### src/rtl/router_pkg.sv
// Shared types for the router input-side controller: state encoding and strobe bundle.
// Latency: n/a (types, constants and a pure decode function only).
// Backpressure: n/a. Optional feature macro used by the controller: CTRL_TIMEOUT_EN.
package router_pkg;

  localparam logic [1:0] INVALID_ADDR = 2'b11;
  localparam int         NUM_FIFOS    = 3;

  typedef enum logic [2:0] {
    DECODE_ADDRESS     = 3'd0,
    LOAD_FIRST_DATA    = 3'd1,
    LOAD_DATA          = 3'd2,
    LOAD_PARITY        = 3'd3,
    FIFO_FULL_STATE    = 3'd4,
    LOAD_AFTER_FULL    = 3'd5,
    WAIT_TILL_EMPTY    = 3'd6,
    CHECK_PARITY_ERROR = 3'd7
  } state_t;

  typedef struct packed {
    logic detect_add;
    logic lfd_state;
    logic ld_state;
    logic full_state;
    logic laf_state;
    logic rst_int_reg;
    logic write_enb_reg;
    logic busy;
  } ctrl_out_t;

  // Moore decode: every strobe is a pure function of the state.
  function automatic ctrl_out_t decode_state(state_t s);
    ctrl_out_t o;
    o               = '0;
    o.detect_add    = (s == DECODE_ADDRESS);
    o.lfd_state     = (s == LOAD_FIRST_DATA);
    o.ld_state      = (s == LOAD_DATA);
    o.full_state    = (s == FIFO_FULL_STATE);
    o.laf_state     = (s == LOAD_AFTER_FULL);
    o.rst_int_reg   = (s == CHECK_PARITY_ERROR);
    o.write_enb_reg = (s == LOAD_FIRST_DATA) || (s == LOAD_DATA) ||
                      (s == LOAD_PARITY)     || (s == LOAD_AFTER_FULL);
    o.busy          = !((s == DECODE_ADDRESS) || (s == LOAD_DATA));
    return o;
  endfunction

endpackage

### src/rtl/router_wait_timer.sv
// Counts consecutive cycles the controller is held in WAIT_TILL_EMPTY; flags expiry.
// Latency: expired asserts combinationally on the TIMEOUT_CYCLES-th consecutive held cycle.
// Backpressure: none; any non-held cycle clears the count. Used only with CTRL_TIMEOUT_EN.
module router_wait_timer #(
  parameter int TIMEOUT_CYCLES = 30
) (
  input  logic clock,
  input  logic resetn,
  input  logic hold,
  output logic expired
);

  localparam int CNT_W = $clog2(TIMEOUT_CYCLES + 1);

  logic [CNT_W-1:0] cnt_q;
  logic [CNT_W-1:0] cnt_d;

  assign expired = hold && (cnt_q == CNT_W'(TIMEOUT_CYCLES - 1));

  // advance while held, restart whenever the wait ends (including on expiry)
  always_comb begin
    cnt_d = '0;
    if (hold && !expired) begin
      cnt_d = cnt_q + 1'b1;
    end
  end

  // count register
  always_ff @(posedge clock) begin
    if (!resetn) begin
      cnt_q <= '0;
    end else begin
      cnt_q <= cnt_d;
    end
  end

endmodule

### src/rtl/router_ctrl_fsm.sv
// Router input-side controller: decodes destination, sequences header/payload/stall/parity strobes.
// Latency: strobes are registered and follow the state one-for-one; lfd_state one cycle after the header.
// Backpressure: busy stalls the source in every state but DECODE_ADDRESS/LOAD_DATA. Macro: CTRL_TIMEOUT_EN.
module router_ctrl_fsm
  import router_pkg::*;
#(
  parameter int ADDR_W = 2
`ifdef CTRL_TIMEOUT_EN
  ,
  parameter int TIMEOUT_CYCLES = 30
`endif
) (
  input  logic              clock,
  input  logic              resetn,
  input  logic              pkt_valid,
  input  logic [ADDR_W-1:0] data_in,
  input  logic              fifo_full,
  input  logic [2:0]        fifo_empty,
  input  logic [2:0]        soft_reset,
  input  logic              parity_done,
  input  logic              low_packet_valid,
  output logic              detect_add,
  output logic              lfd_state,
  output logic              ld_state,
  output logic              full_state,
  output logic              laf_state,
  output logic              rst_int_reg,
  output logic              write_enb_reg,
  output logic              busy,
`ifdef CTRL_TIMEOUT_EN
  output logic              drop_pkt,
`endif
  output logic [ADDR_W-1:0] dest_addr
);

  localparam int NUM_SLOTS = 1 << ADDR_W;

  state_t            state_q, state_d;
  logic [ADDR_W-1:0] dest_addr_q, dest_addr_d;
  ctrl_out_t         out_q, out_d;

  // Pad the per-FIFO vectors so the invalid address indexes a constant 0.
  logic [NUM_SLOTS-1:0] empty_pad;
  logic [NUM_SLOTS-1:0] srst_pad;
  logic                 addr_ok;
  logic                 srst_hit;

  assign empty_pad = NUM_SLOTS'(fifo_empty);
  assign srst_pad  = NUM_SLOTS'(soft_reset);
  assign addr_ok   = (data_in != INVALID_ADDR);
  assign srst_hit  = srst_pad[dest_addr_q];

`ifdef CTRL_TIMEOUT_EN
  logic wait_hold;
  logic wait_expired;
  logic drop_pkt_q, drop_pkt_d;

  // held = would stay in WAIT_TILL_EMPTY this cycle absent a timeout
  assign wait_hold = (state_q == WAIT_TILL_EMPTY) && !empty_pad[dest_addr_q] && !srst_hit;

  router_wait_timer #(
    .TIMEOUT_CYCLES (TIMEOUT_CYCLES)
  ) u_wait_timer (
    .clock   (clock),
    .resetn  (resetn),
    .hold    (wait_hold),
    .expired (wait_expired)
  );

  assign drop_pkt_d = wait_expired;
  assign drop_pkt   = drop_pkt_q;
`endif

  // next-state, destination capture and strobe pre-decode
  always_comb begin
    state_d     = state_q;
    dest_addr_d = dest_addr_q;
    if ((state_q == DECODE_ADDRESS) && pkt_valid && addr_ok) begin
      dest_addr_d = data_in;
    end
    if (srst_hit) begin
      state_d = DECODE_ADDRESS;
    end else begin
      case (state_q)
        DECODE_ADDRESS: begin
          if (pkt_valid && addr_ok) begin
            state_d = empty_pad[data_in] ? LOAD_FIRST_DATA : WAIT_TILL_EMPTY;
          end
        end
        LOAD_FIRST_DATA: state_d = LOAD_DATA;
        LOAD_DATA: begin
          if (fifo_full)       state_d = FIFO_FULL_STATE;
          else if (!pkt_valid) state_d = LOAD_PARITY;
        end
        FIFO_FULL_STATE: begin
          if (!fifo_full) state_d = LOAD_AFTER_FULL;
        end
        LOAD_AFTER_FULL: begin
          if (parity_done)           state_d = DECODE_ADDRESS;
          else if (low_packet_valid) state_d = LOAD_PARITY;
          else                       state_d = LOAD_DATA;
        end
        LOAD_PARITY: state_d = CHECK_PARITY_ERROR;
        CHECK_PARITY_ERROR: state_d = fifo_full ? FIFO_FULL_STATE : DECODE_ADDRESS;
        WAIT_TILL_EMPTY: begin
          if (empty_pad[dest_addr_q]) state_d = LOAD_FIRST_DATA;
`ifdef CTRL_TIMEOUT_EN
          else if (wait_expired)      state_d = DECODE_ADDRESS;
`endif
        end
        default: state_d = DECODE_ADDRESS;
      endcase
    end
    // strobes registered from the next state so they line up with state_q
    out_d = decode_state(state_d);
  end

  // single state/output register
  always_ff @(posedge clock) begin
    if (!resetn) begin
      state_q     <= DECODE_ADDRESS;
      dest_addr_q <= '0;
      out_q       <= decode_state(DECODE_ADDRESS);
`ifdef CTRL_TIMEOUT_EN
      drop_pkt_q  <= 1'b0;
`endif
    end else begin
      state_q     <= state_d;
      dest_addr_q <= dest_addr_d;
      out_q       <= out_d;
`ifdef CTRL_TIMEOUT_EN
      drop_pkt_q  <= drop_pkt_d;
`endif
    end
  end

  assign detect_add    = out_q.detect_add;
  assign lfd_state     = out_q.lfd_state;
  assign ld_state      = out_q.ld_state;
  assign full_state    = out_q.full_state;
  assign laf_state     = out_q.laf_state;
  assign rst_int_reg   = out_q.rst_int_reg;
  assign write_enb_reg = out_q.write_enb_reg;
  assign busy          = out_q.busy;
  assign dest_addr     = dest_addr_q;

endmodule

### config.mk
export PLATFORM = sky130hd
export DESIGN_NAME = router_ctrl_fsm
export DESIGN_NICKNAME = d
export VERILOG_FILES = /design/src/rtl/router_pkg.sv /design/src/rtl/router_wait_timer.sv /design/src/rtl/router_ctrl_fsm.sv
export SDC_FILE = /design/constraint.sdc
export NUM_CORES = 1
export LEC_CHECK = 0
export CAP_MARGIN = 15
export CORE_ASPECT_RATIO = 0.8
export CORE_MARGIN = 1
export CORE_UTILIZATION = 43
export CTS_CLUSTER_DIAMETER = 100
export DETAILED_ROUTE_END_ITERATION = 12
export GPL_TIMING_DRIVEN = 0
export PLACE_DENSITY = 0.82
export SLEW_MARGIN = 15
export SYNTH_ARGS = -nofsm -noshare
export SYNTH_HDL_FRONTEND = slang
export SYNTH_SLANG_ARGS = --single-unit
### constraint.sdc
create_clock -name clock -period 1.94 [get_ports clock]
set_input_delay 0.388 -clock clock [delete_from_list [all_inputs] [get_ports clock]]
set_output_delay 0.388 -clock clock [all_outputs]
set_load 0.01 [all_outputs]
Word-level counts from Yosys, hierarchy flattened
Index checks and enable logic that the tools add are counted.

Magnitude comparators: 2. Equal/unequal tests: 14. Multiplexer cells: 17. Reduce and logical (&&, ||, !) cells: 10.

Operator list (count): 3-bit two-way mux (8); 3-bit case mux with 8 select lines (1); 3-bit equality test, second input constant (7); 3-bit by 2-bit equality test with 1-bit output, second input constant (4); 1-bit binary-select mux with 2-bit select (3); 3-bit by 1-bit equality test with 1-bit output, second input constant (2); 3-bit zero test (2); 2-bit by 3-bit < comparator with 1-bit output, second input constant (2); 1-bit logical OR (4); 1-bit two-way mux (4); 1-bit logical AND (3); 2-bit two-way mux (1); 2-bit inequality test, second input constant (1); 1-bit zero test (1).

Register bits after elaboration: 13. Input bits: 14. Output and inout bits: 10. Word-level logic and storage cells: 53.

Depth between registers and ports, before layout
Depth after elaboration: 10. Depth in mapped cells: 6. Mapped depth without buffers: 5.

Worst setup path before layout
No wires, ideal clock.

Path kind: reg2reg. Start point: register dest_addr_q[1] (netlist: dest_addr[1]). End point: register out_q (netlist bit lfd_state). Library setup time: 116 ps. Arrival: 1437 ps. Required time: 1824 ps. Path slack: 387 ps. Cell stages (with the launch flop): 6. Buffers on the path: 0. Clock period less this slack: 1553 ps. Cell sequence: dfxtp_1 -> mux2i_1 -> o21ai_1 -> o31ai_1 -> o21a_1 -> and3b_1.

Cells in the longest elaborated chain, start to end: 6.

Ends and longest elaborated chain: start, declared (RTL line router_ctrl_fsm.sv:39) `logic [ADDR_W-1:0] dest_addr_q, dest_addr_d;`; start signal, assigned (RTL line router_ctrl_fsm.sv:129) `dest_addr_q <= dest_addr_d;`; 1-bit binary-select mux with 2-bit select (RTL line router_ctrl_fsm.sv:106) `if (empty_pad[dest_addr_q]) state_d = LOAD_FIRST_DATA;`; 1-bit two-way mux (not written as such) (RTL line router_ctrl_fsm.sv:106); 3-bit two-way mux (RTL line router_ctrl_fsm.sv:106); 3-bit case mux with 8 select lines (RTL line router_ctrl_fsm.sv:84) `case (state_q)`; 3-bit two-way mux * (RTL line router_ctrl_fsm.sv:81) `if (srst_hit) begin`; 3-bit by 1-bit equality test with 1-bit output * (RTL line router_pkg.sv:36) `o.lfd_state = (s == LOAD_FIRST_DATA);`; end signal, assigned (RTL line router_ctrl_fsm.sv:123) `out_q <= decode_state(DECODE_ADDRESS);`; end signal, assigned (RTL line router_ctrl_fsm.sv:130) `out_q <= out_d;`; end, declared (RTL line router_ctrl_fsm.sv:40) `ctrl_out_t out_q, out_d;`.

Mark *: on every way between the ends. The rest lies on a longest branch, timed or not. The select of a mux whose other input is x is not followed. A chain may end at the register's enable or synchronous reset.

Worst setup path after layout
Start point: input data_in[1]. End point: register out_q (netlist bit lfd_state).

Cells in the longest elaborated chain, start to end: 7.

Ends and longest elaborated chain: start, declared (RTL line router_ctrl_fsm.sv:16) `input logic [ADDR_W-1:0] data_in,`; 1-bit binary-select mux with 2-bit select (RTL line router_ctrl_fsm.sv:87) `state_d = empty_pad[data_in] ? LOAD_FIRST_DATA : WAIT_TILL_EMPTY;`; 1-bit two-way mux (not written as such) (RTL line router_ctrl_fsm.sv:87); 3-bit two-way mux (RTL line router_ctrl_fsm.sv:87); 3-bit two-way mux * (RTL line router_ctrl_fsm.sv:86) `if (pkt_valid && addr_ok) begin`; 3-bit case mux with 8 select lines * (RTL line router_ctrl_fsm.sv:84); 3-bit two-way mux * (RTL line router_ctrl_fsm.sv:81); 3-bit by 1-bit equality test with 1-bit output * (RTL line router_pkg.sv:36).

Marked as above.

==> results.ini <==
[cells_and_area]
fillerInstances = 133
fin_cells = 126
fin_nets = 120
largest_register_ffs = 3
fin_area_um2 = 993.5
multiInputGateArea_um2 = 412.9
regArea_um2 = 260.3
final_common_cell = clkdlybuf4s50_1
drive_above_1_share_pct = 11.43
regMostFlops = state_q
diodes = 0
syn2layout_area_growth_pct = 40.53
final_cell_mix = 23 x clkdlybuf4s50_1, 13 x dfxtp_1, 6 x nand2_1

[setup_path]
reg2reg_to = lfd_state$_SDFF_PN0_
cp-end-kind = register
path_class = in2reg
start_kind = input port
cp_max_fo = 8
required_ns = 2.10
reg2reg_slack_ns = 0.22
rr_startpoint = dest_addr[1]$_SDFFE_PN0P_
crit_arrival_ns = 1.98
r2r_cells = 5

[synth]
synth-simple-area-share_pct = 27.96
yosysWarnings = 0
synth-compound-area-share_pct = 25.66
ys_seq_area_share_pct = 36.81
ys_ff_latch = 13
yosys.area_share.xor_xnor_pct = 0
syn_inst = 78
synth_top_family_by_area = simple AND/OR/NAND/NOR gates
synth.area.mux_share_pct = 4.248
synth_area_um2 = 706.9
avgSynthCellArea_um2 = 9.063
ys_types = 35
synth_fa_ha_area_share_pct = 0
synth_nets = 92

[clock_network]
cts_htree_levels = 1
cts_buffers = 3
ctsHoldBuffers = 0
cts.sinks = 13
cts_buffer_depth = 2
path_clk_slew_ns = 0.07
cts_root_buffer = clkbuf_4
cts_tree = done
clk_latency_ns = 0.26

[detailed_routing]
ant_nets = 0
vias = 688
routedWlPerCell_um = 12.44
firstDrtPassIters = 4
vias_per_cell = 5.460
remaining_drc_errors = 0
wl_mm = 1.567
drt-initial-drc-count = 12

[global_route]
grt_max_degree = 11
grt_usage_pct = 19.86
grt_pass1_vias = 610
antenna_found_initial = 0
grt_pass1_wl_mm = 2.442
gr-total-overflow = 0

[floorplan]
design.core.area_mm2 = 0.001456
die_h_um = 38.27
initial_utilization_pct = 48.54
fp.dieArea_mm2 = 0.001811
fp.dieW_um = 47.33
ios = 24
row_count = 12

[sta]
rsz0062_at_grt = no
hold_viol_final = 0
max_clock_freq_mhz = 549.6
slew_violations = 0
fin_crit_sh_pct = 93.79
fin_crit_ns = 1.820
max_slew_margin_pct = 69.48
fin_ws_ns = 0.1205
finalSetupViolations = 0
worst_slew_pin_slew_ns = 0.4539
fin_skew_ns = 0.001406

[status]
status = finished, final reports clean

[hold_path]
holdPathStages = 1
hold_end = dest_addr[0]$_SDFFE_PN0P_
hp-class = reg2reg
min-delay-start = dest_addr[0]$_SDFFE_PN0P_

[power_and_ir_drop]
switching_power_mw = 0.2378
comb_power_share_pct = 38.5
pwr-share-seq_pct = 41.3
power_leakage_nw = 0.3785
finalPower_mw = 0.7698
p_int_mw = 0.5320
sw_frac_of_total_pct = 30.89
cellPowerDensity_mw_per_mm2 = 774.8
vdd_drop_max_v = 0.0005688
p_clk_share_pct = 20.2

[placement]
portBuffers = 23
place_congestion = 0.8296
numPlacedInstances = 122
placed_area_um2 = 963.4
hpwl_mm = 1.170
pre_cts_slack_ns = -0.3054

[flow_run]
maxCapViolCount = 0

[worst max path at each step]
stage | from | end | slack (ns) | cells past startpoint
after floorplan | dest_addr[1]$_SDFFE_PN0P_ | lfd_state$_SDFF_PN0_ | 0.39 | 5
after global placement | data_in[1] | lfd_state$_SDFF_PN0_ | -0.27 | 6
after detailed placement | data_in[1] | lfd_state$_SDFF_PN0_ | -0.31 | 6
after CTS | data_in[1] | lfd_state$_SDFF_PN0_ | 0.13 | 6
after global routing | data_in[1] | ld_state$_SDFF_PN0_ | 0.001 | 6
final | data_in[1] | lfd_state$_SDFF_PN0_ | 0.12 | 6
[worst max-delay path: stages]
cell,delay (ns)
clkdlybuf4s50_1,0.55
mux2i_1,0.25
a31oi_1,0.13
a21boi_2,0.32
o21a_1,0.18
and3b_1,0.17
[power by group through the flow]
stage               Combinational [mW]  Sequential [mW]  Clock, mW
floorplan                        0.176            0.332          0
global placement                 0.287            0.323          0
detailed placement               0.292            0.324          0
CTS                              0.298            0.318      0.166
global route                     0.327            0.322      0.179
finish                           0.296            0.318      0.156
[cell type report]
type	count	share of cell area, %
buffer	3	2.645
clock buffer	4	2.645
inverter	3	1.134
multi-input combinational	59	41.56
sequential	13	26.20
tap	21	2.645
timing repair buffer	23	23.17
[stage by stage]
step                      util [%]  TNS (ns)  hold slack [ns]
after CTS                    68.21         0           0.6334
after floorplan                  -         0           0.5514
after global placement       66.15    -1.758           0.6191
after global routing         68.21         0           0.6522
after detailed placement     66.15    -2.080           0.6242
final                        68.21         0           0.6279
[cells by family (layout without fill, tap and decap cells)]
kind of cell,after synthesis,count (layout)
buffers and inverters,6,33
AOI/OAI and AO/OA,24,24
DFF,13,13
and+or+nand+nor,32,32
muxes,3,3
[cells in the mapped netlist, drive strengths merged]
library cell  count  share of area, %
nor3b             2               2.1
o21ba             1               1.4
a31oi             3               4.8
o22ai             1              0.89
o21a              3               3.2
a221o             1               1.4
nand2             6               3.2
buf               2               3.2
and4bb            1               1.8
a21boi            2               2.1
nor2              4               2.1
nor2b             2               1.8
and3b             2               2.5
inv               3               1.6
and4              1               1.2
o221a             1               1.6
nand3             2               1.4
o2bb2ai           1               1.2
nand3b            2               2.1
nand4b            1               1.2
o31ai             2               2.1
and3              3               2.7
a21oi             4               3.4
nor3              3               2.8
clkbuf            1              0.53
mux2i             3               4.2
o21ai             5               3.5
and2              3               3.0
dfxtp            13                37
[metal layers]
layer	wire, um	GRT usage (%)	part of all wire, %
met1	691	22.70	44
met5	0	0	0
met2	733	33.90	47
met3	127	7.075	8.1
met4	14	6.429	0.89
[what timing repair did]
action                                 4_1_cts  5_1_grt
pin swaps                                    0        1
endpoints found under the hold margin        0        0
setup buffers                                0        0
setup endpoints to repair                    3        1
resized for setup                            1        0
Power figures use the tool's default switching activity.
